[src/rtl/lsu_ctrl.sv]
// ---------------------------------------------------------------------------
// lsu_ctrl -- load/store unit controller for a 32-bit word-organised memory.
//
// Handles one pipeline access at a time: byte, halfword or word loads
// (sign- or zero-extended) and stores. Sub-word stores are done as a
// read-modify-write of the containing word. Misaligned or illegal-size
// accesses complete immediately with Err set and touch nothing.
//
// Ports
//   CLK, RST_N        clock, asynchronous active-low reset
//   Req, Wr, Size,    access request (sampled only when idle), direction,
//   Sign, Addr, WData size code, load sign-extend, byte address, store data
//   Busy, Done        stall while not idle, one-cycle completion pulse
//   RData, Err        registered load result, misalignment/illegal flag
//   Mem_WE, Mem_Addr, word-memory write enable (memory writes on negedge),
//   Mem_DIn, Mem_DOut word index, write data, combinational read data
// ---------------------------------------------------------------------------
module lsu_ctrl (
  input  logic        CLK,
  input  logic        RST_N,
  input  logic        Req,
  input  logic        Wr,
  input  logic [1:0]  Size,
  input  logic        Sign,
  input  logic [31:0] Addr,
  input  logic [31:0] WData,
  output logic        Busy,
  output logic        Done,
  output logic [31:0] RData,
  output logic        Err,
  output logic        Mem_WE,
  output logic [31:0] Mem_Addr,
  output logic [31:0] Mem_DIn,
  input  logic [31:0] Mem_DOut
);

  typedef enum logic [1:0] {
    S_IDLE = 2'd0,
    S_RD   = 2'd1,
    S_WR   = 2'd2,
    S_RESP = 2'd3
  } state_t;

  localparam logic [1:0] SZ_BYTE = 2'b00;
  localparam logic [1:0] SZ_HALF = 2'b01;
  localparam logic [1:0] SZ_WORD = 2'b10;

  state_t      state_q, state_d;
  logic        wr_q, wr_d;
  logic [1:0]  size_q, size_d;
  logic        sign_q, sign_d;
  logic [31:0] addr_q, addr_d;
  logic [31:0] wdata_q, wdata_d;
  logic [31:0] old_q, old_d;      // word read during RMW, merged in WR
  logic [31:0] rdata_q, rdata_d;
  logic        err_q, err_d;

  logic        misaligned_in;
  logic [7:0]  lane_b;
  logic [15:0] lane_h;
  logic [31:0] load_val;
  logic [31:0] merged_word;

  // Alignment is judged on the request inputs so the accept edge already
  // knows whether to skip the memory phases.
  always_comb begin
    misaligned_in = 1'b0;
    case (Size)
      SZ_BYTE: misaligned_in = 1'b0;
      SZ_HALF: misaligned_in = Addr[0];
      SZ_WORD: misaligned_in = |Addr[1:0];
      default: misaligned_in = 1'b1;
    endcase
  end

  // Lane extraction from the addressed memory word for loads.
  always_comb begin
    lane_b   = Mem_DOut[{addr_q[1:0], 3'b000} +: 8];
    lane_h   = Mem_DOut[{addr_q[1], 4'b0000} +: 16];
    load_val = Mem_DOut;
    case (size_q)
      SZ_BYTE: load_val = {{24{sign_q & lane_b[7]}}, lane_b};
      SZ_HALF: load_val = {{16{sign_q & lane_h[15]}}, lane_h};
      default: load_val = Mem_DOut;
    endcase
  end

  // Store word: the old word with the selected lane(s) replaced. For word
  // stores the whole word is replaced, so old_q is irrelevant there.
  always_comb begin
    merged_word = old_q;
    case (size_q)
      SZ_BYTE: merged_word[{addr_q[1:0], 3'b000} +: 8] = wdata_q[7:0];
      SZ_HALF: merged_word[{addr_q[1], 4'b0000} +: 16] = wdata_q[15:0];
      default: merged_word = wdata_q;
    endcase
  end

  // Next-state and datapath register updates.
  always_comb begin
    state_d = state_q;
    wr_d    = wr_q;
    size_d  = size_q;
    sign_d  = sign_q;
    addr_d  = addr_q;
    wdata_d = wdata_q;
    old_d   = old_q;
    rdata_d = rdata_q;
    err_d   = err_q;
    case (state_q)
      S_IDLE: begin
        if (Req) begin
          wr_d    = Wr;
          size_d  = Size;
          sign_d  = Sign;
          addr_d  = Addr;
          wdata_d = WData;
          err_d   = misaligned_in;
          if (misaligned_in)        state_d = S_RESP;
          else if (!Wr)             state_d = S_RD;
          else if (Size == SZ_WORD) state_d = S_WR;
          else                      state_d = S_RD;  // sub-word store: RMW
        end
      end
      S_RD: begin
        if (wr_q) begin
          old_d   = Mem_DOut;
          state_d = S_WR;
        end else begin
          rdata_d = load_val;
          state_d = S_RESP;
        end
      end
      S_WR:   state_d = S_RESP;
      S_RESP: state_d = S_IDLE;
      default: state_d = S_IDLE;
    endcase
  end

  always_ff @(posedge CLK or negedge RST_N) begin
    if (!RST_N) begin
      state_q <= S_IDLE;
      wr_q    <= 1'b0;
      size_q  <= 2'b00;
      sign_q  <= 1'b0;
      addr_q  <= 32'd0;
      wdata_q <= 32'd0;
      old_q   <= 32'd0;
      rdata_q <= 32'd0;
      err_q   <= 1'b0;
    end else begin
      state_q <= state_d;
      wr_q    <= wr_d;
      size_q  <= size_d;
      sign_q  <= sign_d;
      addr_q  <= addr_d;
      wdata_q <= wdata_d;
      old_q   <= old_d;
      rdata_q <= rdata_d;
      err_q   <= err_d;
    end
  end

  // Outputs are decoded from the state register so an asynchronous reset
  // drops Mem_WE immediately, before the memory's negedge write.
  assign Busy     = (state_q != S_IDLE);
  assign Done     = (state_q == S_RESP);
  assign Mem_WE   = (state_q == S_WR);
  assign Mem_Addr = (state_q == S_IDLE) ? 32'd0 : {2'b00, addr_q[31:2]};
  assign Mem_DIn  = (state_q == S_WR) ? merged_word : 32'd0;
  assign RData    = rdata_q;
  assign Err      = err_q;

endmodule

[config.mk]
export PLATFORM = sky130hd
export DESIGN_NAME = lsu_ctrl
export DESIGN_NICKNAME = d
export VERILOG_FILES = /design/src/rtl/lsu_ctrl.sv
export SDC_FILE = /design/constraint.sdc
export NUM_CORES = 1
export LEC_CHECK = 0
export CORE_ASPECT_RATIO = 2
export CORE_UTILIZATION = 44
export CTS_CLUSTER_SIZE = 40
export DETAILED_ROUTE_END_ITERATION = 10
export PLACE_DENSITY = 0.84
export SYNTH_ARGS = -nofsm -noshare
export SYNTH_HDL_FRONTEND = slang
export SYNTH_SLANG_ARGS = --single-unit
[constraint.sdc]
create_clock -name CLK -period 2.8 [get_ports CLK]
set_clock_uncertainty 0.2 [all_clocks]
set_input_delay 0.7 -clock CLK [delete_from_list [all_inputs] [get_ports CLK]]
set_output_delay 0.7 -clock CLK [all_outputs]
set_load 0.005 [all_outputs]
==> metrics.json, run 1 <==
{
  "routing": {
    "via_count": 6693,
    "post_drt_via_cell_ratio": 5.856,
    "detailed_routing_iteration_count_for_the_pre_antenna_repair_pass": 5,
    "drtAntennaViolNets": 0,
    "routed_wirelength_microns": 25020,
    "avgRoutedWirePerCell_microns": 21.89,
    "route.detailed.drc": 0,
    "initialDrtViolationCount": 322
  },
  "global_routing": {
    "grt_start_max_net_pins": 56,
    "met3_usage_grt_pct": 5.597,
    "grt_use_met1_pct": 31.42,
    "grt.total_usage_pct": 28.80,
    "grt_antenna_before_repair": 1,
    "globalRoute.totalOverflow": 0,
    "top_usage_layer": "met2",
    "use_met2_pct": 50.46,
    "first_global_vias": 6764,
    "grt_pass1_wl_microns": 37050
  },
  "yosys": {
    "synth-async-reset-ratio_pct": 100.0,
    "synth.avg_cell_area_sq_um": 10.40,
    "share_of_the_yosys_chip_area_belonging_to_registers_pct": 46.79,
    "synth_area_leaders": "sky130_fd_sc_hd__dfrtp_1 47%, sky130_fd_sc_hd__mux2_2 16%, sky130_fd_sc_hd__a21oi_1 4.6%",
    "syn_area_sq_um": 7219,
    "synth_edf_count": 0,
    "ys_ff_latch": 135,
    "synth_flop_cell": "sky130_fd_sc_hd__dfrtp_1",
    "yosys.area.top_type": "sky130_fd_sc_hd__dfrtp_1",
    "synth_top_area_share_pct": 46.79,
    "netlist_instances": 694,
    "synth.distinct_cells": 47,
    "synth_warnings": 0
  },
  "flow_run": {
    "timing.max_cap.violations": 0
  },
  "floorplanning": {
    "floorplan.initialDensity_pct": 45.29,
    "top_level_ports": 203,
    "die_area_sq_um": 16960,
    "placeableCoreArea_sq_um": 15940,
    "fp.dieW_microns": 92.58,
    "cell_row_count": 65,
    "die_height_microns": 183.2
  },
  "pwr": {
    "pwr_density_cell_nw_per_um2": 1301,
    "p_sw_share_pct": 37.79,
    "total_power_mw": 14.15,
    "power.sequential.fraction_pct": 28.0,
    "p_sw_mw": 5.346,
    "power.share.clock_pct": 18.6,
    "p_leak_nw": 4.662,
    "power.internal_mw": 8.800,
    "irDropWorstVdd_v": 0.0007806,
    "p_comb_share_pct": 53.5
  },
  "clock_tree": {
    "clk_latency_ps": 420,
    "cts_inserted_buffers": 17,
    "clockBufferDepth": 2,
    "tritoncts_clock_tree": "done",
    "cts_root_buffer": "sky130_fd_sc_hd__clkbuf_16",
    "cts_num_sinks": 135,
    "cts.reportedPaths.clkPinSlew_ps": 60,
    "h-tree-depth": 4
  },
  "critical_path": {
    "critPathCaptureType": "output pin",
    "cp_data_arrival_time_ps": 2120,
    "path_class": "flip-flop to output pin",
    "cp_slowest_stage_delay_ps": 440,
    "slowest_stage": "sky130_fd_sc_hd__o311ai_1",
    "critical_path_required_ps": 1900,
    "cell_breakdown_of_the_critical_path": "buf_6 -> buf_4 -> nand2_2 -> o311ai_1 -> o2bb2ai_2 -> buf_2",
    "worstSetupStartpointType": "flip-flop",
    "largest_driver_fanout_on_the_critical_path": 10
  },
  "place": {
    "port_buffers": 200,
    "dp.final_hpwl_microns": 16600,
    "place.gp.congestion": 0.9048
  },
  "sta": {
    "final_hold_viol_count": 0,
    "finalCriticalPeriod_ps": 3023,
    "period_share_pct": 108.0,
    "fin_setup_tns_ps": -3964,
    "timing.slew.headroom_pct": 63.58,
    "final-max-slew-violation-count": 0,
    "grt_setup_unrepaired": "true",
    "hold-worst-slack_ps": 49.78,
    "setup_viol": 31,
    "worst_pin_slew_ps": 543.9,
    "max_freq_ghz": 0.3308,
    "final_critical_path_setup_slack_ps": -222.8
  },
  "outcome": {
    "status": "finished with violations",
    "failing_checks": "setup timing"
  },
  "cells_and_area": {
    "num-fill-cells": 1142,
    "drive_gt1_share_pct": 33.26,
    "nets": 1040,
    "area_delta_synth_final_pct": 50.57,
    "finalCoreUtilization_pct": 68.19
  },
  "min_path": {
    "worstHoldPathType": "input port to asynchronous set/reset pin"
  }
}
[path summary, 6_finish.rpt]
path                       depth (start not counted)                   from  slack, ps               endpoint
max in group asynchronous                          2                  RST_N       1620   RData[1]$_DFFE_PN0P_
max                                                6  addr_q[1]$_DFFE_PN0P_       -220             Mem_DIn[8]
min reg2reg                                        1        Err$_DFFE_PN0P_        280        Err$_DFFE_PN0P_
min in group CLK                                   1        Err$_DFFE_PN0P_        280        Err$_DFFE_PN0P_
max reg2reg                                        7  addr_q[1]$_DFFE_PN0P_        430   RData[3]$_DFFE_PN0P_
min                                                1                  RST_N         50  addr_q[2]$_DFFE_PN0P_
[state kept, by name (all words and copies together) (netlist names)]
signal / cells
Err: 1
addr_q: 32
state_q: 2
sign_q: 1
wr_q: 1
size_q: 2
RData: 32
wdata_q: 32
old_q: 32
[timing repair]
action                                  4_1_cts  5_1_grt
pin swaps                                    43       40
endpoints found under the setup margin       63       34
buffers inserted                             17        6
hold buffers                                  0        0
gates cloned                                  1        1
gates resized for setup                     216       49
[kinds of logic after synthesis]
family,Yosys count,share of synthesized area (%)
multiplexers,123,19.05
buffers and inverters,69,4.194
AO/OA/AOI/OAI,190,16.93
other,1,0.05194
flip-flops,135,46.79
adder cells (fa/ha/maj),9,1.560
AND/OR/NAND/NOR,167,11.42
[synth_stat cells, types with 2 or more instances]
master and instances:
sky130_fd_sc_hd__buf_6 2, sky130_fd_sc_hd__o22ai_1 8, sky130_fd_sc_hd__a22o_1 7, sky130_fd_sc_hd__and3_1 9, sky130_fd_sc_hd__a21oi_1 66, sky130_fd_sc_hd__and4_1 2
sky130_fd_sc_hd__dfrtp_1 135, sky130_fd_sc_hd__nor2_1 32, sky130_fd_sc_hd__nor2b_1 49, sky130_fd_sc_hd__o311ai_0 8, sky130_fd_sc_hd__o21ai_0 45, sky130_fd_sc_hd__o2bb2ai_1 16
sky130_fd_sc_hd__a22oi_1 14, sky130_fd_sc_hd__ha_1 9, sky130_fd_sc_hd__buf_1 7, sky130_fd_sc_hd__nand2b_1 4, sky130_fd_sc_hd__nand2_1 64, sky130_fd_sc_hd__a32oi_1 7
sky130_fd_sc_hd__buf_2 13, sky130_fd_sc_hd__a2bb2oi_1 8, sky130_fd_sc_hd__buf_4 3, sky130_fd_sc_hd__inv_1 15, sky130_fd_sc_hd__mux2i_1 17, sky130_fd_sc_hd__mux2_2 105
sky130_fd_sc_hd__clkbuf_1 27
[critical path: cells and delay by family, from the launching register on]
kind / cells / cell delay [ps]
flops: 1 / 430
compound gates: 2 / 610
simple gates: 1 / 170
buf+inv: 3 / 490
[layout by cell type, fill, tap and decap left out, types with 7 or more instances in the layout]
master and instances:
sky130_fd_sc_hd__clkdlybuf4s50_1 152, sky130_fd_sc_hd__inv_1 11, sky130_fd_sc_hd__a21oi_2 17, sky130_fd_sc_hd__a2bb2oi_2 7, sky130_fd_sc_hd__a22oi_1 14, sky130_fd_sc_hd__o2bb2ai_2 11
sky130_fd_sc_hd__a21oi_1 47, sky130_fd_sc_hd__o311ai_1 7, sky130_fd_sc_hd__o21ai_1 14, sky130_fd_sc_hd__nor2_1 30, sky130_fd_sc_hd__nand2_1 62, sky130_fd_sc_hd__nor2b_1 45
sky130_fd_sc_hd__buf_6 18, sky130_fd_sc_hd__dlygate4sd2_1 14, sky130_fd_sc_hd__o21ai_0 29, sky130_fd_sc_hd__dfrtp_1 134, sky130_fd_sc_hd__buf_2 29, sky130_fd_sc_hd__a22o_1 7
sky130_fd_sc_hd__mux2_2 105, sky130_fd_sc_hd__mux2i_1 17, sky130_fd_sc_hd__buf_4 42, sky130_fd_sc_hd__a32oi_1 7, sky130_fd_sc_hd__buf_12 9, sky130_fd_sc_hd__o22ai_1 7
sky130_fd_sc_hd__clkbuf_16 18
[layer usage]
metal | vias up | wire length [microns] | share of wire (%)
li1 | 2949 | - | -
met1 | 3279 | 8689 | 35
met2 | 357 | 13190 | 53
met3 | 108 | 1638 | 6.5
met4 | 0 | 1501 | 6.0
met5 | - | 0 | 0
[layout make-up]
cell class	count	area [sq um]	area share, %
diodes	1	2.502	0.02302
clock buffers	21	480.5	4.420
clock inverters	11	217.7	2.003
inverters	16	66.31	0.6100
multi-input cells	491	3915	36.02
flip-flops and latches	135	3379	31.09
well taps	201	251.5	2.314
repair buffers	267	2557	23.53
[per-stage QoR]
stage	setup slack, ps	instances	cell area, sq um
3_5_place_dp	-227.5	1086	9666
6_report	-222.8	1143	10870
4_1_cts	-197.7	1135	10620
3_3_place_gp	-180.3	1086	9666
2_1_floorplan	96.70	695	7224
5_1_grt	-297.3	1143	10870
[power by group through the flow]
stage / sequential (mW) / clock (mW) / combinational, mW
after global placement: 3.77 / 0 / 6.47
final: 3.96 / 2.63 / 7.56
after detailed placement: 3.80 / 0 / 6.62
after floorplan: 3.50 / 0 / 3.70
after global routing: 4.03 / 2.73 / 8.10
after CTS: 3.83 / 2.65 / 6.99
Note: power is estimated with default switching activity, not from simulation.
==> run 2: changes to the inputs <==
--- a/config.mk
+++ b/config.mk
@@ -5,11 +5,13 @@
 export SDC_FILE = /design/constraint.sdc
 export NUM_CORES = 1
 export LEC_CHECK = 0
+export CAP_MARGIN = 20
 export CORE_ASPECT_RATIO = 2
-export CORE_UTILIZATION = 44
+export CORE_UTILIZATION = 52
 export CTS_CLUSTER_SIZE = 40
 export DETAILED_ROUTE_END_ITERATION = 10
-export PLACE_DENSITY = 0.84
+export PLACE_DENSITY = 0.93
+export SLEW_MARGIN = 20
 export SYNTH_ARGS = -nofsm -noshare
 export SYNTH_HDL_FRONTEND = slang
 export SYNTH_SLANG_ARGS = --single-unit
==> constraint.sdc (replaced) <==
create_clock -name CLK -period 3.9 [get_ports CLK]
set_clock_uncertainty 0.2 [all_clocks]
set_input_delay 0.975 -clock CLK [delete_from_list [all_inputs] [get_ports CLK]]
set_output_delay 0.975 -clock CLK [all_outputs]
set_load 0.005 [all_outputs]
==> metrics.json, run 2 (synthesized netlist as in run 1, its figures left out) <==
{
  "cells_and_area": {
    "drive_gt1_share_pct": 19.42,
    "final-instance-count-excl-fill": 1046,
    "finalCoreUtilization_pct": 73.96,
    "n_antenna_cell": 0,
    "mostFrequentLayoutCell": "sky130_fd_sc_hd__clkdlybuf4s50_1",
    "area_delta_synth_final_pct": 38.44,
    "num-fill-cells": 845,
    "nets": 990,
    "most-common-layout-cells": "199 x sky130_fd_sc_hd__clkdlybuf4s50_1, 134 x sky130_fd_sc_hd__dfrtp_1, 105 x sky130_fd_sc_hd__mux2_2"
  },
  "global_routing": {
    "globalRoute.totalOverflow": 0,
    "grt_antenna_before_repair": 0,
    "grt_start_max_net_pins": 84,
    "grt_pass1_wl_microns": 36760,
    "first_global_vias": 6761,
    "grt.total_usage_pct": 33.87
  },
  "routing": {
    "detailed_routing_iteration_count_for_the_pre_antenna_repair_pass": 5,
    "avgRoutedWirePerCell_microns": 22.76,
    "route.detailed.drc": 0,
    "via_count": 6529,
    "routed_wirelength_microns": 23810,
    "drtAntennaViolNets": 0,
    "initialDrtViolationCount": 540,
    "post_drt_via_cell_ratio": 6.242
  },
  "critical_path": {
    "worstSetupStartpointType": "flip-flop",
    "cp_data_arrival_time_ps": 2610,
    "worst-path-buf-inv": 2,
    "critPathCaptureType": "output pin",
    "critical_path_required_ps": 2720,
    "worst_path_dominant_cell_family": "buffers and inverters",
    "slowest_stage": "sky130_fd_sc_hd__clkdlybuf4s50_1",
    "path_class": "flip-flop to output pin",
    "cp_slowest_stage_delay_ps": 550,
    "cell_breakdown_of_the_critical_path": "clkinv_1 -> ha_1 -> nor2_2 -> and4_4 -> a2bb2oi_1 -> o2bb2ai_1 -> clkdlybuf4s50_1",
    "largest_driver_fanout_on_the_critical_path": 8
  },
  "floorplanning": {
    "top_level_ports": 203,
    "die_height_microns": 168.6,
    "fp.dieW_microns": 85.32,
    "floorplan.initialDensity_pct": 53.43,
    "die_area_sq_um": 14390,
    "placeableCoreArea_sq_um": 13510,
    "cell_row_count": 60
  },
  "clock_tree": {
    "tritoncts_clock_tree": "done",
    "h-tree-depth": 4,
    "cts_num_sinks": 135,
    "cts_root_buffer": "sky130_fd_sc_hd__clkbuf_16",
    "clockBufferDepth": 2,
    "cts_inserted_buffers": 17,
    "cts.reportedPaths.clkPinSlew_ps": 60,
    "clk_latency_ps": 420
  },
  "place": {
    "place.gp.congestion": 0.8996,
    "dp_cells": 1014,
    "dp.final_hpwl_microns": 16340,
    "port_buffers": 200
  },
  "min_path": {
    "worstHoldPathType": "flip-flop to flip-flop"
  },
  "pwr": {
    "irDropWorstVdd_v": 0.0006308,
    "p_leak_nw": 4.151,
    "pwr_density_cell_nw_per_um2": 917.7
  },
  "outcome": {
    "status": "finished clean"
  },
  "sta": {
    "timing.slew.headroom_pct": 27.45,
    "hold-worst-slack_ps": 288.1,
    "final_hold_viol_count": 0,
    "max_freq_ghz": 0.2645,
    "finalCriticalPeriod_ps": 3781,
    "grt_setup_unrepaired": "false",
    "final-max-slew-violation-count": 0,
    "fin_setup_tns_ps": 0,
    "setup_viol": 0,
    "period_share_pct": 96.94,
    "worst_pin_slew_ps": 1083
  },
  "flow_run": {
    "timing.max_cap.violations": 0
  }
}
-- run 2: cell types whose count changed in the layout (fill, tap and decap cells not counted), sizes merged --
cell and change:
buf -80, clkdlybuf4s50 +47, clkinv +5, diode -1, bufinv -3, dlygate4sd2 -14, inv +1, bufbuf -1
dlymetal6s2s -1, clkbuf -4
-- run 2: worst reg2reg max path: cells and delay by family, from the launching register on --
| family | cells | cell delay, ps |
|---|---|---|
| compound gates | 2 | 320 |
| fa+ha+maj | 1 | 210 |
| buf+inv | 2 | 460 |
| flops | 1 | 420 |
| simple gates | 2 | 750 |
-- run 2: metal layers --
metal | wire length, microns | global-route usage [%] | vias up
met2 | 12580 | 59.82 | 391
met5 | 0 | 0 | -
met1 | 8000 | 36.07 | 3180
met4 | 1425 | 19.49 | 0
met3 | 1800 | 8.679 | 109
li1 | - | - | 2849
-- run 2: through the flow --
stage / power [mW] / setup WS (ps) / area (sq um)
2_1_floorplan: 5.172 / 817.4 / 7223
3_3_place_gp: 7.095 / 488.8 / 9349
3_5_place_dp: 7.277 / 383.4 / 9349
4_1_cts: 9.051 / 4.903 / 9970
5_1_grt: 9.647 / 19.13 / 9995
6_report: 9.172 / 119.2 / 9995
-- run 2: final timing paths --
check / cells after the start / endpoint / start / slack [ps]
worst max-delay path: 7 / Mem_DIn[12] / addr_q[1]$_DFFE_PN0P_ / 120
worst min-delay path: 1 / Err$_DFFE_PN0P_ / Err$_DFFE_PN0P_ / 290
worst max register to register: 7 / RData[1]$_DFFE_PN0P_ / state_q[1]$_DFFE_PN0P_ / 1420
worst min register to register: 1 / Err$_DFFE_PN0P_ / Err$_DFFE_PN0P_ / 290
max in group asynchronous: 2 / wr_q$_DFFE_PN0P_ / RST_N / 2300
min in group asynchronous: 1 / wdata_q[11]$_DFFE_PN0P_ / RST_N / 420
-- run 2: layout make-up --
type,instances,area [sq um],area share (%)
timing repair buffer,217,2172,21.73
clock buffer,18,439.2,4.394
tap,155,193.9,1.940
sequential,135,3379,33.81
multi-input combinational,491,3575,35.77
clock inverter,14,175.2,1.753
inverter,16,60.06,0.6009
-- run 2: power breakdown --
part           internal [mW]  total [mW]  switching [mW]
clock                   1.03        1.69           0.659
combinational           2.53        4.71            2.18
sequential              2.13        2.78           0.649
-- run 2: repair_timing --
item / 4_1_cts / 5_1_grt
endpoints found under the setup margin: 8 / 22
setup buffers: 0 / 0
gates resized for setup: 5 / 14
hold buffers: 0 / 0
==> run 3: changes to the inputs <==
--- a/config.mk
+++ b/config.mk
@@ -15,3 +15,4 @@
 export SYNTH_ARGS = -nofsm -noshare
 export SYNTH_HDL_FRONTEND = slang
 export SYNTH_SLANG_ARGS = --single-unit
+export TNS_END_PERCENT = 30
==> metrics.json, run 3 (synthesized netlist as in run 1, its figures left out) <==
{
  "min_path": {
    "worstHoldPathType": "flip-flop to flip-flop",
    "worstHoldStart": "Err$_DFFE_PN0P_",
    "whs_path_depth": 1,
    "min_to": "Err$_DFFE_PN0P_"
  },
  "place": {
    "place.gp.congestion": 0.8996,
    "port_buffers": 200,
    "dp_cells": 1014,
    "dp.final_hpwl_microns": 16340
  },
  "critical_path": {
    "critPathCaptureType": "output pin",
    "cp_data_arrival_time_ps": 2660,
    "rrSetupSlack_ps": 1440,
    "path_class": "flip-flop to output pin",
    "timing.reg2reg.worst_path_depth": 7,
    "largest_driver_fanout_on_the_critical_path": 24,
    "critical_path_required_ps": 2720,
    "critical_path.reg2reg.startpoint": "state_q[1]$_DFFE_PN0P_",
    "r2r-end": "RData[1]$_DFFE_PN0P_",
    "worstSetupStartpointType": "flip-flop"
  },
  "floorplanning": {
    "cell_row_count": 60,
    "top_level_ports": 203,
    "floorplan.initialDensity_pct": 53.43,
    "placeableCoreArea_sq_um": 13510,
    "die_height_microns": 168.6,
    "die_area_sq_um": 14390,
    "fp.dieW_microns": 85.32
  },
  "flow_run": {
    "timing.max_cap.violations": 0
  },
  "routing": {
    "met2RoutedLength_microns": 12430,
    "route.detailed.drc": 0,
    "top_signal_layer_used": "met4",
    "via_count": 6504,
    "drt-met1-wl_microns": 7991,
    "routed_wirelength_microns": 23770,
    "initialDrtViolationCount": 590,
    "avgRoutedWirePerCell_microns": 22.72,
    "drtAntennaViolNets": 0,
    "detailed_routing_iteration_count_for_the_pre_antenna_repair_pass": 6,
    "post_drt_via_cell_ratio": 6.218,
    "routed-wl-met3_microns": 1863
  },
  "global_routing": {
    "grt.total_usage_pct": 33.87,
    "grt_start_max_net_pins": 84,
    "grt_pass1_wl_microns": 36760,
    "globalRoute.totalOverflow": 0,
    "grt_antenna_before_repair": 0,
    "first_global_vias": 6761
  },
  "outcome": {
    "status": "finished clean"
  },
  "pwr": {
    "p_leak_nw": 4.149,
    "p_sw_mw": 3.483,
    "irDropWorstVdd_v": 0.0006189,
    "p_comb_share_pct": 51.3,
    "power.share.clock_pct": 18.4,
    "power.sequential.fraction_pct": 30.3,
    "pwr_density_cell_nw_per_um2": 917.3,
    "p_sw_share_pct": 38.03,
    "power.internal_mw": 5.674
  },
  "cells_and_area": {
    "most-common-layout-cells": "199 x sky130_fd_sc_hd__clkdlybuf4s50_1, 134 x sky130_fd_sc_hd__dfrtp_1, 105 x sky130_fd_sc_hd__mux2_2",
    "area_delta_synth_final_pct": 38.27,
    "mostFrequentLayoutCell": "sky130_fd_sc_hd__clkdlybuf4s50_1",
    "final-instance-count-excl-fill": 1046,
    "drive_gt1_share_pct": 19.30,
    "num-fill-cells": 848,
    "nets": 990,
    "n_antenna_cell": 0
  },
  "sta": {
    "finalCriticalPeriod_ps": 3835,
    "max_freq_ghz": 0.2607,
    "final_hold_viol_count": 0,
    "final-max-slew-violation-count": 0,
    "hold-worst-slack_ps": 297.4,
    "setup_viol": 0,
    "period_share_pct": 98.34,
    "worst_pin_slew_ps": 1083,
    "grt_setup_unrepaired": "true",
    "timing.slew.headroom_pct": 27.47
  },
  "clock_tree": {
    "cts_setup_buffers": 0,
    "clk_latency_ps": 420,
    "cts.reportedPaths.clkPinSlew_ps": 60,
    "tritoncts_clock_tree": "done",
    "cts_inserted_buffers": 17,
    "cts_root_buffer": "sky130_fd_sc_hd__clkbuf_16",
    "clockBufferDepth": 2,
    "h-tree-depth": 4,
    "cts_num_sinks": 135
  }
}
[run 3: cell counts in the layout (fill, tap and decap cells not counted)]
No cell type changed its count.
[run 3: worst max-delay path, stage by stage (launching register included)]
cell	delay (ps)
sky130_fd_sc_hd__dfrtp_2	440
sky130_fd_sc_hd__nor2_1	290
sky130_fd_sc_hd__nand2_1	540
sky130_fd_sc_hd__o2bb2ai_1	420
sky130_fd_sc_hd__clkdlybuf4s50_1	560
[run 3: cell type report]
type	count	area [sq um]	area share (%)
Inverter	16	60.06	0.6017
Clock inverter	14	175.2	1.755
Timing Repair Buffer	217	2168	21.72
Tap cell	155	193.9	1.943
Clock buffer	18	439.2	4.400
Sequential cell	135	3379	33.86
Multi-Input combinational cell	491	3566	35.72
[run 3: worst max-delay path by stage]
stage,from,endpoint,depth (start not counted)
3_5_place_dp,addr_q[1]$_DFFE_PN0P_,Mem_DIn[17],7
4_1_cts,addr_q[1]$_DFFE_PN0P_,Mem_DIn[12],7
6_report,size_q[1]$_DFFE_PN0P_,Mem_DIn[12],4
2_1_floorplan,addr_q[1]$_DFFE_PN0P_,Mem_DIn[4],8
3_3_place_gp,addr_q[1]$_DFFE_PN0P_,Mem_DIn[12],7
5_1_grt,addr_q[1]$_DFFE_PN0P_,Mem_DIn[31],7
[run 3: routing by layer]
| layer | vias up | GRT usage, % |
|---|---|---|
| li1 | 2853 | - |
| met4 | 0 | 19.49 |
| met1 | 3128 | 36.07 |
| met5 | - | 0 |
| met3 | 119 | 8.679 |
| met2 | 404 | 59.82 |
[run 3: what timing repair did]
action	4_1_cts	5_1_grt
hold endpoints to repair	0	0
setup endpoints to repair	8	22
resized for setup	5	8
hold buffers	0	0
[run 3: power groups by stage]
stage / logic [mW] / registers (mW) / clock network, mW
detailed placement: 4.56 / 2.72 / 0
floorplan: 2.66 / 2.51 / 0
CTS: 4.64 / 2.72 / 1.69
global route: 5.04 / 2.83 / 1.76
global placement: 4.42 / 2.68 / 0
finish: 4.70 / 2.77 / 1.69
[run 3: through the flow]
stage                     setup WS, ps  util (%)  setup TNS [ps]  instance area, sq um  power, mW
after floorplan                  817.4         -               0                  7223      5.172
after global placement           488.8     69.19               0                  9349      7.095
after detailed placement         383.4     69.19               0                  9349      7.277
after CTS                        4.903     73.78               0                  9970      9.051
after global routing            -39.58     73.87          -114.6                  9982      9.629
final                            64.80     73.87               0                  9982      9.156
